===== src/rtl/lsu_ctrl_if.sv =====
// Execute-stage and data-memory-bus signal bundle for lsu_ctrl.
// master = the environment (execute stage plus memory), slave = the LSU itself.
interface lsu_ctrl_if #(
  parameter int ADDR_W = 32,
  parameter int DATA_W = 32
);
  // Execute-stage request / completion
  logic                in_valid;
  logic                in_ready;
  logic                in_wen;
  logic [1:0]          in_size;
  logic                in_signed;
  logic [ADDR_W-1:0]   in_addr;
  logic [DATA_W-1:0]   in_wdata;
  logic                out_done;
  logic [DATA_W-1:0]   out_rdata;
  logic                out_err;
  logic                out_misalign;

  // Data-memory bus
  logic                bus_req_valid;
  logic                bus_req_ready;
  logic [ADDR_W-1:0]   bus_addr;
  logic                bus_wen;
  logic [DATA_W-1:0]   bus_wdata;
  logic [DATA_W/8-1:0] bus_wmask;
  logic                bus_resp_valid;
  logic [DATA_W-1:0]   bus_rdata;
  logic                bus_resp_err;

  modport master (
    output in_valid, in_wen, in_size, in_signed, in_addr, in_wdata,
    input  in_ready, out_done, out_rdata, out_err, out_misalign,
    input  bus_req_valid, bus_addr, bus_wen, bus_wdata, bus_wmask,
    output bus_req_ready, bus_resp_valid, bus_rdata, bus_resp_err
  );

  modport slave (
    input  in_valid, in_wen, in_size, in_signed, in_addr, in_wdata,
    output in_ready, out_done, out_rdata, out_err, out_misalign,
    output bus_req_valid, bus_addr, bus_wen, bus_wdata, bus_wmask,
    input  bus_req_ready, bus_resp_valid, bus_rdata, bus_resp_err
  );
endinterface


===== src/rtl/lsu_ctrl.sv =====
// Load/store unit controller: one aligned bus request per accepted load/store.
// Optional WAIT timeout is enabled by defining LSU_TIMEOUT_EN.
module lsu_ctrl #(
  parameter int ADDR_W      = 32,
  parameter int DATA_W      = 32,
  parameter int TIMEOUT_CYC = 255
) (
  input logic       clk,
  input logic       rst,
  lsu_ctrl_if.slave lsu
);

  localparam int STRB_W = DATA_W / 8;
  localparam int OFF_W  = $clog2(STRB_W);

  if (DATA_W != 32 && DATA_W != 64) begin : g_bad_data_w
    $error("lsu_ctrl: DATA_W must be 32 or 64");
  end
  if (TIMEOUT_CYC < 1) begin : g_bad_timeout
    $error("lsu_ctrl: TIMEOUT_CYC must be at least 1");
  end

  typedef enum logic [1:0] {IDLE, REQ, WAIT, DONE} state_t;

  state_t              state;
  logic                in_ready_q;
  logic                bus_req_valid_q;
  logic [ADDR_W-1:0]   bus_addr_q;
  logic [DATA_W-1:0]   bus_wdata_q;
  logic [STRB_W-1:0]   bus_wmask_q;
  logic                out_done_q;
  logic [DATA_W-1:0]   out_rdata_q;
  logic                out_err_q;
  logic                out_misalign_q;
  logic                wen_q;
  logic                signed_q;
  logic [1:0]          size_q;
  logic [OFF_W-1:0]    off_q;

`ifdef LSU_TIMEOUT_EN
  localparam int CNT_W = ($clog2(TIMEOUT_CYC + 1) > 8) ? $clog2(TIMEOUT_CYC + 1) : 8;
  logic [CNT_W-1:0]    wait_cnt;
`endif

  logic                accept;
  logic [OFF_W-1:0]    in_off;
  logic                in_misalign;
  logic [7:0]          size_bytes;
  logic [STRB_W-1:0]   in_mask;
  logic [DATA_W-1:0]   rd_shift;
  logic [DATA_W-1:0]   rd_keep;
  logic                rd_sign;
  logic [DATA_W-1:0]   rd_ext;

  assign accept = lsu.in_valid && in_ready_q;
  assign in_off = lsu.in_addr[OFF_W-1:0];

  // Accept-side decode: natural-alignment check and byte-lane mask.
  always_comb begin
    // NOTE: every always_comb output gets a default first so no path infers a latch.
    in_misalign = 1'b0;
    size_bytes  = 8'hFF;
    case (lsu.in_size)
      2'd0: size_bytes = 8'h01;
      2'd1: begin size_bytes = 8'h03; in_misalign = lsu.in_addr[0];    end
      2'd2: begin size_bytes = 8'h0F; in_misalign = |lsu.in_addr[1:0]; end
      default: in_misalign = (DATA_W == 32) || (|lsu.in_addr[2:0]);
    endcase
    in_mask = STRB_W'(size_bytes) << in_off;
  end

  // Load extraction: shift the addressed lanes down, keep 2^size bytes, extend.
  always_comb begin
    rd_shift = lsu.bus_rdata >> {off_q, 3'b000};
    rd_keep  = '1;
    rd_sign  = rd_shift[DATA_W-1];
    case (size_q)
      2'd0: begin rd_keep = DATA_W'(8'hFF);         rd_sign = rd_shift[7];  end
      2'd1: begin rd_keep = DATA_W'(16'hFFFF);      rd_sign = rd_shift[15]; end
      2'd2: begin rd_keep = DATA_W'(32'hFFFF_FFFF); rd_sign = rd_shift[31]; end
      default: ;
    endcase
    rd_ext = (rd_shift & rd_keep) | ((signed_q && rd_sign) ? ~rd_keep : '0);
  end

  always_ff @(posedge clk) begin
    // NOTE: sequential state uses non-blocking assignments so every register sees pre-edge values.
    if (rst) begin
      state           <= IDLE;
      in_ready_q      <= 1'b1;
      bus_req_valid_q <= 1'b0;
      bus_addr_q      <= '0;
      bus_wdata_q     <= '0;
      bus_wmask_q     <= '0;
      out_done_q      <= 1'b0;
      out_rdata_q     <= '0;
      out_err_q       <= 1'b0;
      out_misalign_q  <= 1'b0;
      wen_q           <= 1'b0;
      signed_q        <= 1'b0;
      size_q          <= '0;
      off_q           <= '0;
`ifdef LSU_TIMEOUT_EN
      wait_cnt        <= '0;
`endif
    end else begin
      out_done_q <= 1'b0;
      case (state)
        IDLE: if (accept) begin
          wen_q      <= lsu.in_wen;
          size_q     <= lsu.in_size;
          signed_q   <= lsu.in_signed;
          off_q      <= in_off;
          in_ready_q <= 1'b0;
          if (in_misalign) begin
            state          <= DONE;
            out_done_q     <= 1'b1;
            out_err_q      <= 1'b1;
            out_misalign_q <= 1'b1;
            out_rdata_q    <= '0;
          end else begin
            state           <= REQ;
            bus_req_valid_q <= 1'b1;
            bus_addr_q      <= {lsu.in_addr[ADDR_W-1:OFF_W], {OFF_W{1'b0}}};
            bus_wmask_q     <= in_mask;
            bus_wdata_q     <= lsu.in_wdata << {in_off, 3'b000};
          end
        end
        // Responses seen here cannot belong to this request and are dropped.
        REQ: if (lsu.bus_req_ready) begin
          bus_req_valid_q <= 1'b0;
          state           <= WAIT;
`ifdef LSU_TIMEOUT_EN
          wait_cnt        <= '0;
`endif
        end
        WAIT: if (lsu.bus_resp_valid) begin
          state          <= DONE;
          out_done_q     <= 1'b1;
          out_err_q      <= lsu.bus_resp_err;
          out_misalign_q <= 1'b0;
          out_rdata_q    <= (wen_q || lsu.bus_resp_err) ? '0 : rd_ext;
        end
`ifdef LSU_TIMEOUT_EN
        else if (wait_cnt == CNT_W'(TIMEOUT_CYC - 1)) begin
          state          <= DONE;
          out_done_q     <= 1'b1;
          out_err_q      <= 1'b1;
          out_misalign_q <= 1'b0;
          out_rdata_q    <= '0;
        end else begin
          wait_cnt <= wait_cnt + CNT_W'(1);
        end
`endif
        DONE: begin
          state      <= IDLE;
          in_ready_q <= 1'b1;
        end
        default: state <= IDLE;
      endcase
    end
  end

  assign lsu.in_ready      = in_ready_q;
  assign lsu.bus_req_valid = bus_req_valid_q;
  assign lsu.bus_addr      = bus_addr_q;
  assign lsu.bus_wen       = wen_q;
  assign lsu.bus_wdata     = bus_wdata_q;
  assign lsu.bus_wmask     = bus_wmask_q;
  assign lsu.out_done      = out_done_q;
  assign lsu.out_rdata     = out_rdata_q;
  assign lsu.out_err       = out_err_q;
  assign lsu.out_misalign  = out_misalign_q;

endmodule


===== src/flat_wrapper.sv =====
// flat-port wrapper written by rule: the top's interface ports become plain ports
module lsu_ctrl_flat 
#(
  parameter int ADDR_W      = 32,
  parameter int DATA_W      = 32,
  parameter int TIMEOUT_CYC = 255
)
  (clk, rst, lsu_in_valid, lsu_in_wen, lsu_in_size, lsu_in_signed, lsu_in_addr, lsu_in_wdata, lsu_in_ready, lsu_out_done, lsu_out_rdata, lsu_out_err, lsu_out_misalign, lsu_bus_req_valid, lsu_bus_addr, lsu_bus_wen, lsu_bus_wdata, lsu_bus_wmask, lsu_bus_req_ready, lsu_bus_resp_valid, lsu_bus_rdata, lsu_bus_resp_err);
  lsu_ctrl_if #(.ADDR_W(ADDR_W), .DATA_W(DATA_W)) lsu_i ();
  input logic clk;
  input logic rst;
  input wire logic [$bits(lsu_i.in_valid)-1:0] lsu_in_valid;
  input wire logic [$bits(lsu_i.in_wen)-1:0] lsu_in_wen;
  input wire logic [$bits(lsu_i.in_size)-1:0] lsu_in_size;
  input wire logic [$bits(lsu_i.in_signed)-1:0] lsu_in_signed;
  input wire logic [$bits(lsu_i.in_addr)-1:0] lsu_in_addr;
  input wire logic [$bits(lsu_i.in_wdata)-1:0] lsu_in_wdata;
  output wire logic [$bits(lsu_i.in_ready)-1:0] lsu_in_ready;
  output wire logic [$bits(lsu_i.out_done)-1:0] lsu_out_done;
  output wire logic [$bits(lsu_i.out_rdata)-1:0] lsu_out_rdata;
  output wire logic [$bits(lsu_i.out_err)-1:0] lsu_out_err;
  output wire logic [$bits(lsu_i.out_misalign)-1:0] lsu_out_misalign;
  output wire logic [$bits(lsu_i.bus_req_valid)-1:0] lsu_bus_req_valid;
  output wire logic [$bits(lsu_i.bus_addr)-1:0] lsu_bus_addr;
  output wire logic [$bits(lsu_i.bus_wen)-1:0] lsu_bus_wen;
  output wire logic [$bits(lsu_i.bus_wdata)-1:0] lsu_bus_wdata;
  output wire logic [$bits(lsu_i.bus_wmask)-1:0] lsu_bus_wmask;
  input wire logic [$bits(lsu_i.bus_req_ready)-1:0] lsu_bus_req_ready;
  input wire logic [$bits(lsu_i.bus_resp_valid)-1:0] lsu_bus_resp_valid;
  input wire logic [$bits(lsu_i.bus_rdata)-1:0] lsu_bus_rdata;
  input wire logic [$bits(lsu_i.bus_resp_err)-1:0] lsu_bus_resp_err;
  assign lsu_i.in_valid = lsu_in_valid;
  assign lsu_i.in_wen = lsu_in_wen;
  assign lsu_i.in_size = lsu_in_size;
  assign lsu_i.in_signed = lsu_in_signed;
  assign lsu_i.in_addr = lsu_in_addr;
  assign lsu_i.in_wdata = lsu_in_wdata;
  assign lsu_in_ready = lsu_i.in_ready;
  assign lsu_out_done = lsu_i.out_done;
  assign lsu_out_rdata = lsu_i.out_rdata;
  assign lsu_out_err = lsu_i.out_err;
  assign lsu_out_misalign = lsu_i.out_misalign;
  assign lsu_bus_req_valid = lsu_i.bus_req_valid;
  assign lsu_bus_addr = lsu_i.bus_addr;
  assign lsu_bus_wen = lsu_i.bus_wen;
  assign lsu_bus_wdata = lsu_i.bus_wdata;
  assign lsu_bus_wmask = lsu_i.bus_wmask;
  assign lsu_i.bus_req_ready = lsu_bus_req_ready;
  assign lsu_i.bus_resp_valid = lsu_bus_resp_valid;
  assign lsu_i.bus_rdata = lsu_bus_rdata;
  assign lsu_i.bus_resp_err = lsu_bus_resp_err;
  lsu_ctrl #(.ADDR_W(ADDR_W), .DATA_W(DATA_W), .TIMEOUT_CYC(TIMEOUT_CYC)) u_core (.clk(clk), .rst(rst), .lsu(lsu_i));
endmodule

===== config.mk =====
export PLATFORM = sky130hd
export DESIGN_NAME = lsu_ctrl_flat
export DESIGN_NICKNAME = d
export VERILOG_FILES = /design/src/rtl/lsu_ctrl_if.sv /design/src/rtl/lsu_ctrl.sv /design/src/flat_wrapper.sv
export SDC_FILE = /design/constraint.sdc
export NUM_CORES = 1
export LEC_CHECK = 0
export ABC_CLOCK_PERIOD_IN_PS = 3850
export BUFFER_PORTS_ARGS = -buffer_cell sky130_fd_sc_hd__buf_4
export CAP_MARGIN = 20
export CORE_AREA = 2 2 102 104
export DETAILED_ROUTE_END_ITERATION = 10
export DIE_AREA = 0 0 104 106
export PLACE_DENSITY_LB_ADDON = 0.2
export SLEW_MARGIN = 10
export SYNTH_ARGS = -nofsm -noshare
export SYNTH_HDL_FRONTEND = slang
export SYNTH_SLANG_ARGS = --single-unit

===== constraint.sdc =====
create_clock -name clk -period 3.85 [get_ports clk]
set_input_delay 0.1925 -clock clk [delete_from_list [all_inputs] [get_ports clk]]
set_output_delay 0.1925 -clock clk [all_outputs]
set_load 0.05 [all_outputs]

== Yosys cells after proc, flatten, opt, wreduce, memory -nomap -nowiden ==
Cells that the tools add are included.
Operators by class
  shift-type cells: 3
  bitwise gates (word level): 4
  reduce and logical (&&, ||, !) cells: 16
  muxes and demuxes: 31
  equal/unequal tests: 11
Operators by type and width (count)
  $mux W32: 5
  $pmux W32 S2: 2
  $and A32 B32 Y32: 1
  $not A32 Y32: 1
  $or A32 B32 Y32: 1
  $shl A32 B5 Y32: 1
  $shr A32 B5 Y32: 1
  $pmux W1 S2: 6
  $pmux W4 S3: 1
  $mux W1: 11
  $mux W2: 4
  $pmux W2 S4: 1
  $reduce_and A4 Y1: 2
  $eq A2 B1 Y1 const B: 3
  $eq A2 B2 Y1 const B: 3
  $logic_not A2 Y1: 3
  $ne A2 B2 Y1 const B: 3
  $reduce_and A3 Y1: 2
  $reduce_bool A2 Y1: 3
  $ne A2 B1 Y1 const B: 2
  $reduce_and A2 Y1: 2
  $shl A4 B2 Y4: 1
  $pmux W1 S3: 1
  $logic_and A1 B1 Y1: 2
  other kinds (3): 3
Word-level totals
  flip-flop bits (word level): 111
  word-level logic and storage cells: 79
  output and inout bits: 106

== Longest topological paths before layout ==
Gate-level depths: netlist of the first run.
  depth in word-level cells: 8
  mapped depth: 9
  depth with buffers taken out: 6

== Worst setup path after synthesis of the first run ==
OpenSTA, ideal clock, no wires.
  kind: register to register
  from: register u_core.state[0]
  to: register u_core.bus_req_valid_q (netlist: u_core.lsu.bus_req_valid)
  stages on the path, launching flop included: 10
  path buffers: 3
  data arrival time: 1.815 ns
  setup slack: 1.961 ns
  path through: dfxtp_1 > inv_1 > ha_1 > and3_1 > clkbuf_2 > o21ai_0 > clkbuf_1 > clkbuf_1 > nand2_1 > a31oi_1
On the way
  word-level cells in the longest chain between the ends: 3
  elaborated cells on any way between the ends: 8
  classes of those cells: eq/ne (4); mux (1); reduce/logical (3)
RTL lines
  from (decl): RTL line lsu_ctrl.sv:25  | state_t state;
  from (signal assigned): RTL line lsu_ctrl.sv:89  | state <= IDLE;
  from (signal assigned): RTL line lsu_ctrl.sv:116  | state <= DONE;
  from (signal assigned): RTL line lsu_ctrl.sv:122  | state <= REQ;
  $eq A2 B1 Y1 / $logic_not A2 Y1 (equally long branches): RTL line lsu_ctrl.sv:108  | case (state)
  $ne A2 B2 Y1 (no line), or another cell as far along
  $reduce_and A4 Y1 (no line)
  to (signal assigned): RTL line lsu_ctrl.sv:91  | bus_req_valid_q <= 1'b0;
  to (signal assigned): RTL line lsu_ctrl.sv:123  | bus_req_valid_q <= 1'b1;
  to (signal assigned): RTL line lsu_ctrl.sv:131  | bus_req_valid_q <= 1'b0;
  to (decl): RTL line lsu_ctrl.sv:27  | logic bus_req_valid_q;
Several ways; a longest one is shown, not always the timed one.
A chain may end at the register's enable or synchronous reset.

== Final worst setup path of the first run ==
  from: register u_core.state[1]
  to: register u_core.bus_wdata_q[3] (netlist: u_core.lsu.bus_wdata[3])
On the way
  word-level cells in the longest chain between the ends: 2
RTL lines
  $logic_not A2 Y1: RTL line lsu_ctrl.sv:108
  $reduce_and A3 Y1 (no line)
  to (signal assigned): RTL line lsu_ctrl.sv:126  | bus_wdata_q <= lsu.in_wdata << {in_off, 3'b000};
  to (decl): RTL line lsu_ctrl.sv:29  | logic [DATA_W-1:0] bus_wdata_q;
Every way passes these cells.

==> flow_summary.yaml, run 1 <==
status:
  status: "finished clean"
clocking:
  cts_post_setup_buffers_inserted: 0
  cts_buffers: 9
  tritoncts_num_sinks: 111
  cts_tree: "built"
  clkLatencyLatePin_ns: 0.37
  clk_pin_slew_ns: 0.11
  cts_htree_levels: 3
  cts_hold_repair.buffers: 0
  clk_path_buf_depth: 2
  cts.repair.resized: 0
  cts-root-buf: "clkbuf_8"
floorplanning:
  die_width_um: 104
  initial_utilization_pct: 50.6
  floorplan.core_area_mm2: 0.0100
  io_pins: 212
  fp.dieArea_mm2: 0.0110
  chipHeight_um: 106
  floorplan.rows: 37
synth:
  postSynth.asyncResetShare_pct: 0
  postSynthRegisterBits: 111
  netlist_top_cells_count: "133 x nand2_1, 111 x dfxtp_1, 77 x a21oi_1"
  synthesis.yosys.warnings: 0
  synth.yosys.seq_area_share_pct: 43.9
  synth.largest_area_cell: "dfxtp_1"
  synth_top_area_share_pct: 43.9
  synth-simple-area-share_pct: 18.6
  synth_top_flop_cell: "dfxtp_1"
  synthesis.instances: 601
  synth_edf_count: 0
  synth_compound_area_share_pct: 21.8
  synth-xor-area-share_pct: 0
  yosys-top-cells-area: "dfxtp_1 44%, nand2_1 9.9%, a21oi_1 7.6%"
  yosys-mux-area-fraction_pct: 8.98
  netlist_area_before_placement_mm2: 0.00506
  synth.avg_cell_area_um2: 8.42
  yosysUniqueCellTypes: 44
  synthAdderAreaFrac_pct: 1.24
  yosys.cell_count.top_type: "nand2_1"
  synth_top_family_by_area: "compound AO/OA/AOI/OAI gates"
final_layout:
  antenna_cell_count: 0
  growth_of_design_area_from_synthesis_to_finish_pct: 35.1
  share_of_layout_cells_above_drive_strength_1_pct: 31.7
  final_util_pct: 68.4
  final_cells: 916
  fillers: 876
  finalNetCount: 886
pwr:
  total_power_mw: 3.34
  p_leak_nw: 2.89
  vdd_drop_max_uv: 304
  pwr_dens_mw_per_mm2: 489
critical_path:
  worst-endpoint-arrival_ns: 2.92
  r2r_setup_slack_ns: 1.23
  setup.worst_path.class: "flip-flop to flip-flop"
  launching_point_of_the_worst_reg2reg_path: "u_core.state[1]$_SDFFE_PP0P_"
  critical_path_start_type: "flip-flop"
  critical_path_required_ns: 4.15
  worstPathBufferInverterCount: 2
  crit_path_max_fanout: 38
  critical_path.reg2reg.endpoint: "u_core.lsu.bus_wdata[3]$_SDFFE_PP0P_"
  worstSetupEndpointType: "flip-flop"
  cp_cell_sequence: "inv_1, ha_1, nand3_1, a21oi_4, buf_4, nand3_1, a21oi_1"
  r2r_cells: 7
  master_of_the_slowest_instance_on_the_critical_path: "a21oi_4"
  critPathMostFrequentCell: "nand3_1"
  delay_of_the_slowest_cell_on_the_worst_path_ns: 0.88
  family_with_the_most_delay_on_the_worst_path: "compound AO/OA/AOI/OAI gates"
routing:
  totalWireLength_mm: 14.7
  met3_length_mm: 1.22
  first_iter_violations: 351
  routedLengthMet1_mm: 6.01
  top_signal_layer_used: "met4"
  route.detailed.wl_per_inst_um: 16.1
  drt.antenna.violating_nets: 0
  firstDrtPassIters: 5
  vias_per_cell: 5.52
  drcViolationCount: 0
  route.met2.wl_mm: 7.30
  dr_total_vias: 5058
global_route:
  largest_net_degree_at_the_start_of_global_routing: 82
  grt_pass1_vias: 4731
  grt_antenna_before_repair: 0
  grt-ovfl-total: 0
  groute.usage.overall_pct: 25.4
  grt_pass1_wl_mm: 23.1
place:
  routabilityCongestion: 0.907
  dpl.cell_count: 899
  total_half_perimeter_wirelength_after_legalization_and_detailed_placement_mm: 10.6
  io_buffers: 209
timing:
  worst_pin_slew_ns: 1.01
  fin_skew_ns: 0.0118
  min_period_over_period_pct: 68.0
  total_negative_slack_for_setup_checks_ns: 0
  maxSlewHeadroom_pct: 32.8
  slew_viol_final: 0
  maxClockFrequency_mhz: 382
  finalSetupViolations: 0
  hold_viol: 0
  grt_setup_unrepaired: "no"
  finalWorstPathRequiredPeriod_ns: 2.62
min_path:
  holdPathStages: 2
  hold_path_origin: "lsu_bus_req_ready"
  holdPathEnd: "u_core.lsu.bus_req_valid$_SDFFE_PP0P_"
  timing.hold.worst.class: "input port to flip-flop"
flow_run:
  drv.max_cap_violation_count: 0
## stage by stage
stage                     worst slack (ns)  hold slack (ns)  cell area, um^2
final                                 1.23           0.0214             6840
after global routing                  1.02           0.0185             6840
after CTS                             1.27           0.0116             6810
after detailed placement              1.26            0.402             6620
after global placement                1.40            0.403             6620
after floorplan                       1.96            0.300             5060
## worst max path at each step
stage                                       startpoint                                     to  slack, ns  cells past startpoint
after floorplan           u_core.state[0]$_SDFFE_PP0P_  u_core.lsu.bus_req_valid$_SDFFE_PP0P_       1.96                      9
after global placement                  lsu_in_addr[0]  u_core.lsu.bus_wdata[15]$_SDFFE_PP0P_       1.40                      6
after detailed placement  u_core.state[0]$_SDFFE_PP0P_   u_core.lsu.bus_wdata[3]$_SDFFE_PP0P_       1.26                      7
after CTS                 u_core.state[1]$_SDFFE_PP0P_  u_core.lsu.bus_wdata[26]$_SDFFE_PP0P_       1.27                      7
after global routing      u_core.state[1]$_SDFFE_PP0P_   u_core.lsu.bus_wdata[3]$_SDFFE_PP0P_       1.02                      7
final                     u_core.state[1]$_SDFFE_PP0P_   u_core.lsu.bus_wdata[3]$_SDFFE_PP0P_       1.23                      7
## cells by family (layout without fill, tap and decap cells)
logic type	count (synthesis)	in the layout
and+or+nand+nor	219	219
AOI/OAI and AO/OA	163	163
DFF	111	111
buffers and inverters	59	237
muxes	43	43
adders and majority gates	5	5
other	1	2
## layer usage
metal  track usage [%]  vias to the layer above
li1                  -                     2470
met1              31.5                     2360
met2              43.2                      213
met3              7.36                       15
met4              7.34                        0
met5                 0                        -
## placed cells by master (no fill, tap or decap), drive strengths merged
master	Yosys	final
ha	5	5
a211oi	8	8
nor2	26	26
nor4	1	1
or2	2	2
nor2b	12	12
a21o	1	1
o21bai	1	1
clkbuf	29	11
nand3	14	14
clkinv	0	3
o31ai	1	1
mux2i	33	33
inv	5	7
nand3b	1	1
o21ai	11	11
a22o	1	1
and2	1	1
a31oi	1	1
o211a	1	1
a21oi	78	78
mux4	1	1
a311oi	4	4
mux2	9	9
a211o	7	7
nand2	133	133
buf	25	216
dfxtp	111	111
and3	2	2
o2bb2ai	15	15
o211ai	8	8
a41o	2	2
nor3	14	14
a32o	23	23
or3	10	10
nand2b	3	3
conb	1	2
a21boi	1	1
## flip-flops by register name, summed over array words and instances, names as in the netlist
register and flops:
u_core.lsu.out_rdata 32, u_core.lsu.bus_wdata 32, u_core.lsu.bus_wmask 4, u_core.lsu.out_err 1, u_core.size_q 2, u_core.lsu.out_misalign 1
u_core.lsu.out_done 1, u_core.lsu.bus_req_valid 1, u_core.lsu.bus_addr 30, u_core.state 2, u_core.signed_q 1, u_core.off_q 2
u_core.lsu.in_ready 1, u_core.lsu.bus_wen 1
## power by group
part | internal [mW] | switching [mW] | total [mW]
clock network | 0.277 | 0.395 | 0.672
registers | 1.26 | 0.0799 | 1.34
logic | 0.453 | 0.880 | 1.33
total | 1.99 | 1.35 | 3.34
## worst reg2reg max path: stages, from the launching register on
cell     delay [ns]
dfxtp_1        0.35
inv_1          0.11
ha_1           0.27
nand3_1        0.34
a21oi_4        0.88
buf_4          0.33
nand3_1        0.10
a21oi_1        0.17
## layout make-up
cell class	count	area (um^2)	area share, %
Multi-Input combinational cell	432	2590	37.9
Sequential cell	111	2220	32.5
Timing Repair Buffer	216	1640	24.0
Tap cell	136	170	2.49
Clock buffer	11	151	2.21
Clock inverter	5	40.0	0.586
Inverter	5	18.8	0.275
(Power assumes the default switching activity.)
==> run 2, diff against run 1 <==
- ABC_CLOCK_PERIOD_IN_PS: 3850 -> 2200
- CORE_AREA: 2 2 102 104 -> 2 2 112 114
- DIE_AREA: 0 0 104 106 -> 0 0 114 116
- clock period: 3.85 -> 2.2 ns (I/O delays scaled with it)
==> flow_summary.yaml, run 2 (same netlist as run 1, synthesis figures left out) <==
final_layout:
  growth_of_design_area_from_synthesis_to_finish_pct: 41.0
  share_of_layout_cells_above_drive_strength_1_pct: 32.1
  finalNetCount: 901
  final_cells: 941
  antenna_cell_count: 0
  final_util_pct: 59.9
  final_cell_area_mm2: 0.00713
  final_common_cell: "buf_4"
  mostFrequentLayoutCells: "223 x buf_4, 133 x nand2_1, 111 x dfxtp_1, 76 x a21oi_1, 33 x mux2i_1"
place:
  dpl.cell_count: 920
  postPlaceCellArea_mm2: 0.00673
  dp_slack_ns: 0.265
  io_buffers: 209
  total_half_perimeter_wirelength_after_legalization_and_detailed_placement_mm: 11.5
  routabilityCongestion: 0.911
clocking:
  cts_post_setup_buffers_inserted: 0
  cts.repair.resized: 0
  cts_hold_repair.buffers: 6
  cts_htree_levels: 3
  cts_tree: "built"
  clk_pin_slew_ns: 0.07
  clkLatencyLatePin_ns: 0.35
  cts-root-buf: "clkbuf_16"
  clk_path_buf_depth: 2
  tritoncts_num_sinks: 111
  cts_buffers: 9
min_path:
  timing.hold.worst.class: "input port to flip-flop"
status:
  status: "finished clean"
timing:
  fin_skew_ns: 0.00914
  worst_pin_slew_ns: 0.817
  hold_viol: 0
  maxClockFrequency_mhz: 515
  maxSlewHeadroom_pct: 45.3
  slew_viol_final: 0
  timing.hold.ws_ns: 0.0110
  grt_setup_unrepaired: "no"
  total_negative_slack_for_setup_checks_ns: 0
  finalSetupViolations: 0
  post-route-worst-setup-slack_ns: 0.257
  min_period_over_period_pct: 88.3
  finalWorstPathRequiredPeriod_ns: 1.94
pwr:
  p_sw_mw: 2.42
  power_report.internal_total_mw: 4.19
  power.sequential.fraction_pct: 35.5
  total_power_mw: 6.61
  p_leak_nw: 3.03
  sw_frac_of_total_pct: 36.6
  pwr_dens_mw_per_mm2: 926
  vdd_drop_max_uv: 631
  clkPwrFrac_pct: 28.4
  combinationalPowerShare_pct: 36.1
floorplanning:
  chipHeight_um: 116
  floorplan.core_area_mm2: 0.0119
  initial_utilization_pct: 42.5
  die_width_um: 114
  fp.dieArea_mm2: 0.0132
  floorplan.rows: 40
  io_pins: 212
critical_path:
  crit_path_max_fanout: 16
  worstPathBufferInverterCount: 0
  setup.worst_path.class: "flip-flop to flip-flop"
  cp_cell_sequence: "mux4_2, or2_0, a41o_1, a32o_1"
  family_with_the_most_delay_on_the_worst_path: "compound AO/OA/AOI/OAI gates"
  r2r_setup_slack_ns: 0.26
  master_of_the_slowest_instance_on_the_critical_path: "mux4_2"
  critical_path_start_type: "flip-flop"
  worst-endpoint-arrival_ns: 2.18
  critical_path_required_ns: 2.44
  worstSetupEndpointType: "flip-flop"
  delay_of_the_slowest_cell_on_the_worst_path_ns: 0.51
routing:
  drt.antenna.violating_nets: 0
  totalWireLength_mm: 15.6
  vias_per_cell: 5.38
  drcViolationCount: 0
  first_iter_violations: 318
  firstDrtPassIters: 5
  dr_total_vias: 5062
  route.detailed.wl_per_inst_um: 16.5
global_route:
  grt-ovfl-total: 0
  groute.usage.overall_pct: 23.5
  grt_pass1_wl_mm: 24.9
  grt_pass1_vias: 5034
  grt_antenna_before_repair: 0
  largest_net_degree_at_the_start_of_global_routing: 67
flow_run:
  drv.max_cap_violation_count: 0
==> run 2: cell count changes in the layout (fill, tap and decap cells not counted) <==
cell / delta
buf_16: -1
dlygate4sd3_1: +6
clkbuf_8: -10
clkinv_4: -2
bufinv_16: +3
buf_4: +8
buf_12: +2
inv_6: -1
clkbuf_16: +9
==> run 2: path summary, 6_finish.rpt <==
path / from / endpoint / depth (start not counted)
max: u_core.off_q[1]$_SDFFE_PP0P_ / u_core.lsu.out_rdata[29]$_SDFFE_PP0P_ / 4
min: lsu_in_addr[3] / u_core.lsu.bus_addr[3]$_SDFFE_PP0P_ / 3
max reg2reg: u_core.off_q[1]$_SDFFE_PP0P_ / u_core.lsu.out_rdata[29]$_SDFFE_PP0P_ / 4
min reg2reg: u_core.lsu.bus_addr[4]$_SDFFE_PP0P_ / u_core.lsu.bus_addr[4]$_SDFFE_PP0P_ / 2
==> run 2: tightest hold or removal path, delay by kind of cell <==
kind,cells,cell delay (ns)
AOI/OAI and AO/OA,1,0.05
buffers and inverters,1,0.11
and+or+nand+nor,1,0.05
==> run 2: layer usage <==
layer	GRT usage, %	wire, um
met1	28.6	6530
met2	39.4	7400
met3	6.69	1260
met4	9.76	371
met5	0	0
==> run 2: power groups by stage <==
stage	combinational, mW	sequential (mW)	clock, mW
6_report	2.39	2.34	1.88
5_1_grt	2.60	2.37	1.99
4_1_cts	2.40	2.34	1.91
3_5_place_dp	2.38	2.39	0
3_3_place_gp	2.33	2.38	0
2_1_floorplan	1.09	2.90	0
==> run 2: layout make-up <==
| cell class | instances | area [um^2] |
|---|---|---|
| Clock buffer | 10 | 239 |
| Clock inverter | 5 | 104 |
| Fill cell | 1041 | 4780 |
| Inverter | 5 | 18.8 |
| Multi-Input combinational cell | 432 | 2590 |
| Sequential cell | 111 | 2220 |
| Tap cell | 147 | 184 |
| Timing Repair Buffer | 231 | 1770 |
==> run 3, diff against run 2 <==
- SETUP_SLACK_MARGIN: unset -> 0.5
==> flow_summary.yaml, run 3 (same netlist as run 1, synthesis figures left out) <==
critical_path:
  r2r_cells: 4
  critical_path.reg2reg.endpoint: "u_core.lsu.out_rdata[18]$_SDFFE_PP0P_"
  critical_path_start_type: "flip-flop"
  worstSetupEndpointType: "flip-flop"
  critical_path_required_ns: 2.44
  setup.worst_path.class: "flip-flop to flip-flop"
  family_with_the_most_delay_on_the_worst_path: "multiplexers"
  crit_path_max_fanout: 8
  r2r_setup_slack_ns: 0.50
  cp_cell_sequence: "mux4_2, or2_4, a41o_4, a32o_1"
  worstPathBufferInverterCount: 0
  worst-endpoint-arrival_ns: 1.94
  master_of_the_slowest_instance_on_the_critical_path: "mux4_2"
  delay_of_the_slowest_cell_on_the_worst_path_ns: 0.51
  launching_point_of_the_worst_reg2reg_path: "u_core.off_q[1]$_SDFFE_PP0P_"
place:
  dp_slack_ns: 0.244
  io_buffers: 209
  routabilityCongestion: 0.881
  postPlaceCellArea_mm2: 0.00674
  total_half_perimeter_wirelength_after_legalization_and_detailed_placement_mm: 11.6
clocking:
  cts-root-buf: "clkbuf_16"
  clk_pin_slew_ns: 0.07
  cts_buffers: 9
  clkLatencyLatePin_ns: 0.35
  clk_path_buf_depth: 2
  tritoncts_num_sinks: 111
  cts_tree: "built"
  cts_htree_levels: 3
routing:
  vias_per_cell: 5.54
  dr_total_vias: 5264
  top_signal_layer_used: "met4"
  drcViolationCount: 0
  routedLengthMet1_mm: 6.61
  first_iter_violations: 343
  met3_length_mm: 1.31
  route.detailed.wl_per_inst_um: 17.1
  route.met2.wl_mm: 8.08
  firstDrtPassIters: 4
  totalWireLength_mm: 16.3
  drt.antenna.violating_nets: 0
timing:
  hold_viol: 0
  finalSetupViolations: 0
  min_period_over_period_pct: 77.4
  slew_viol_final: 0
  maxSlewHeadroom_pct: 31.7
  worst_pin_slew_ns: 1.02
  grt_setup_unrepaired: "yes"
  maxClockFrequency_mhz: 587
  fin_skew_ns: 0.00803
  total_negative_slack_for_setup_checks_ns: 0
  finalWorstPathRequiredPeriod_ns: 1.70
  post-route-worst-setup-slack_ns: 0.497
global_route:
  groute.usage.overall_pct: 24.3
  grt-ovfl-total: 0
  grt_pass1_vias: 5085
  largest_net_degree_at_the_start_of_global_routing: 64
  grt_antenna_before_repair: 0
  grt_pass1_wl_mm: 25.5
min_path:
  hold_path_origin: "lsu_in_addr[3]"
  timing.hold.worst.class: "input port to flip-flop"
  holdPathStages: 3
  holdPathEnd: "u_core.lsu.bus_addr[3]$_SDFFE_PP0P_"
final_layout:
  final_common_cell: "buf_4"
  antenna_cell_count: 0
  growth_of_design_area_from_synthesis_to_finish_pct: 44.0
  finalNetCount: 913
  mostFrequentLayoutCells: "225 x buf_4, 133 x nand2_1, 105 x dfxtp_1, 76 x a21oi_1, 33 x mux2i_1"
  share_of_layout_cells_above_drive_strength_1_pct: 35.0
  final_cell_area_mm2: 0.00728
floorplanning:
  chipHeight_um: 116
  fp.dieArea_mm2: 0.0132
  die_width_um: 114
  io_pins: 212
  floorplan.core_area_mm2: 0.0119
  initial_utilization_pct: 42.5
  floorplan.rows: 40
pwr:
  power.sequential.fraction_pct: 36.3
  vdd_drop_max_uv: 574
  sw_frac_of_total_pct: 38.0
  pwr_dens_mw_per_mm2: 899
  clkPwrFrac_pct: 23.5
  power_report.internal_total_mw: 4.06
  combinationalPowerShare_pct: 40.1
  p_leak_nw: 3.06
  p_sw_mw: 2.49
flow_run:
  drv.max_cap_violation_count: 0
status:
  status: "finished clean"
## run 3: cell type report
cell class	count	area, um^2
Clock buffer	12	267
Clock inverter	1	5.00
Fill cell	1059	4630
Inverter	5	23.8
Multi-Input combinational cell	435	2700
Sequential cell	111	2230
Tap cell	147	184
Timing Repair Buffer	240	1870
## run 3: metal layers
metal  vias to the layer above  GRT usage, %
li1                       2528             -
met1                      2495          29.8
met2                       214          40.7
met3                        27          6.69
met4                         0          9.76
met5                         -             0
## run 3: per-stage QoR
| stage | utilization (%) | cells | total power [mW] | hold slack (ns) |
|---|---|---|---|---|
| detailed placement | 56.6 | 917 | 4.80 | 0.326 |
| finish | 61.1 | 951 | 6.55 | 0.00939 |
| floorplan | - | 602 | 4.05 | 0.217 |
| global placement | 56.6 | 917 | 4.75 | 0.316 |
| global route | 61.1 | 951 | 6.90 | 0.00427 |
| CTS | 60.5 | 946 | 6.46 | 0.000510 |
## run 3: worst max-delay path by stage
stage,startpoint,to,depth (start not counted)
5_1_grt,u_core.off_q[1]$_SDFFE_PP0P_,u_core.lsu.out_rdata[20]$_SDFFE_PP0P_,4
2_1_floorplan,u_core.off_q[1]$_SDFFE_PP0P_,u_core.lsu.out_rdata[19]$_SDFFE_PP0P_,5
4_1_cts,u_core.off_q[1]$_SDFFE_PP0P_,u_core.lsu.out_rdata[19]$_SDFFE_PP0P_,4
3_3_place_gp,u_core.state[0]$_SDFFE_PP0P_,u_core.lsu.bus_req_valid$_SDFFE_PP0P_,7
3_5_place_dp,u_core.state[0]$_SDFFE_PP0P_,u_core.lsu.bus_addr[13]$_SDFFE_PP0P_,7
6_report,u_core.off_q[1]$_SDFFE_PP0P_,u_core.lsu.out_rdata[18]$_SDFFE_PP0P_,4
## run 3: timing repair
action | in CTS | in global routing
setup endpoints to repair | 93 | 96
pin swaps | 2 | 4
endpoints found under the hold margin | 8 | 0
hold buffers | 8 | 0
gates resized for setup | 17 | 11
cloned | 3 | 1
buffers inserted | 5 | 4
## run 3: power groups by stage
stage,Combinational (mW),Clock (mW),Sequential (mW)
after floorplan,1.15,0,2.90
after global placement,2.36,0,2.38
after detailed placement,2.41,0,2.39
after CTS,2.52,1.58,2.36
after global routing,2.83,1.66,2.40
final,2.63,1.54,2.38
## run 3: worst register-to-register path, cell delays in order, from the launching register on
cell and delay (ns):
dfxtp_2 0.35, mux4_2 0.51, or2_4 0.26, a41o_4 0.25, a32o_1 0.23
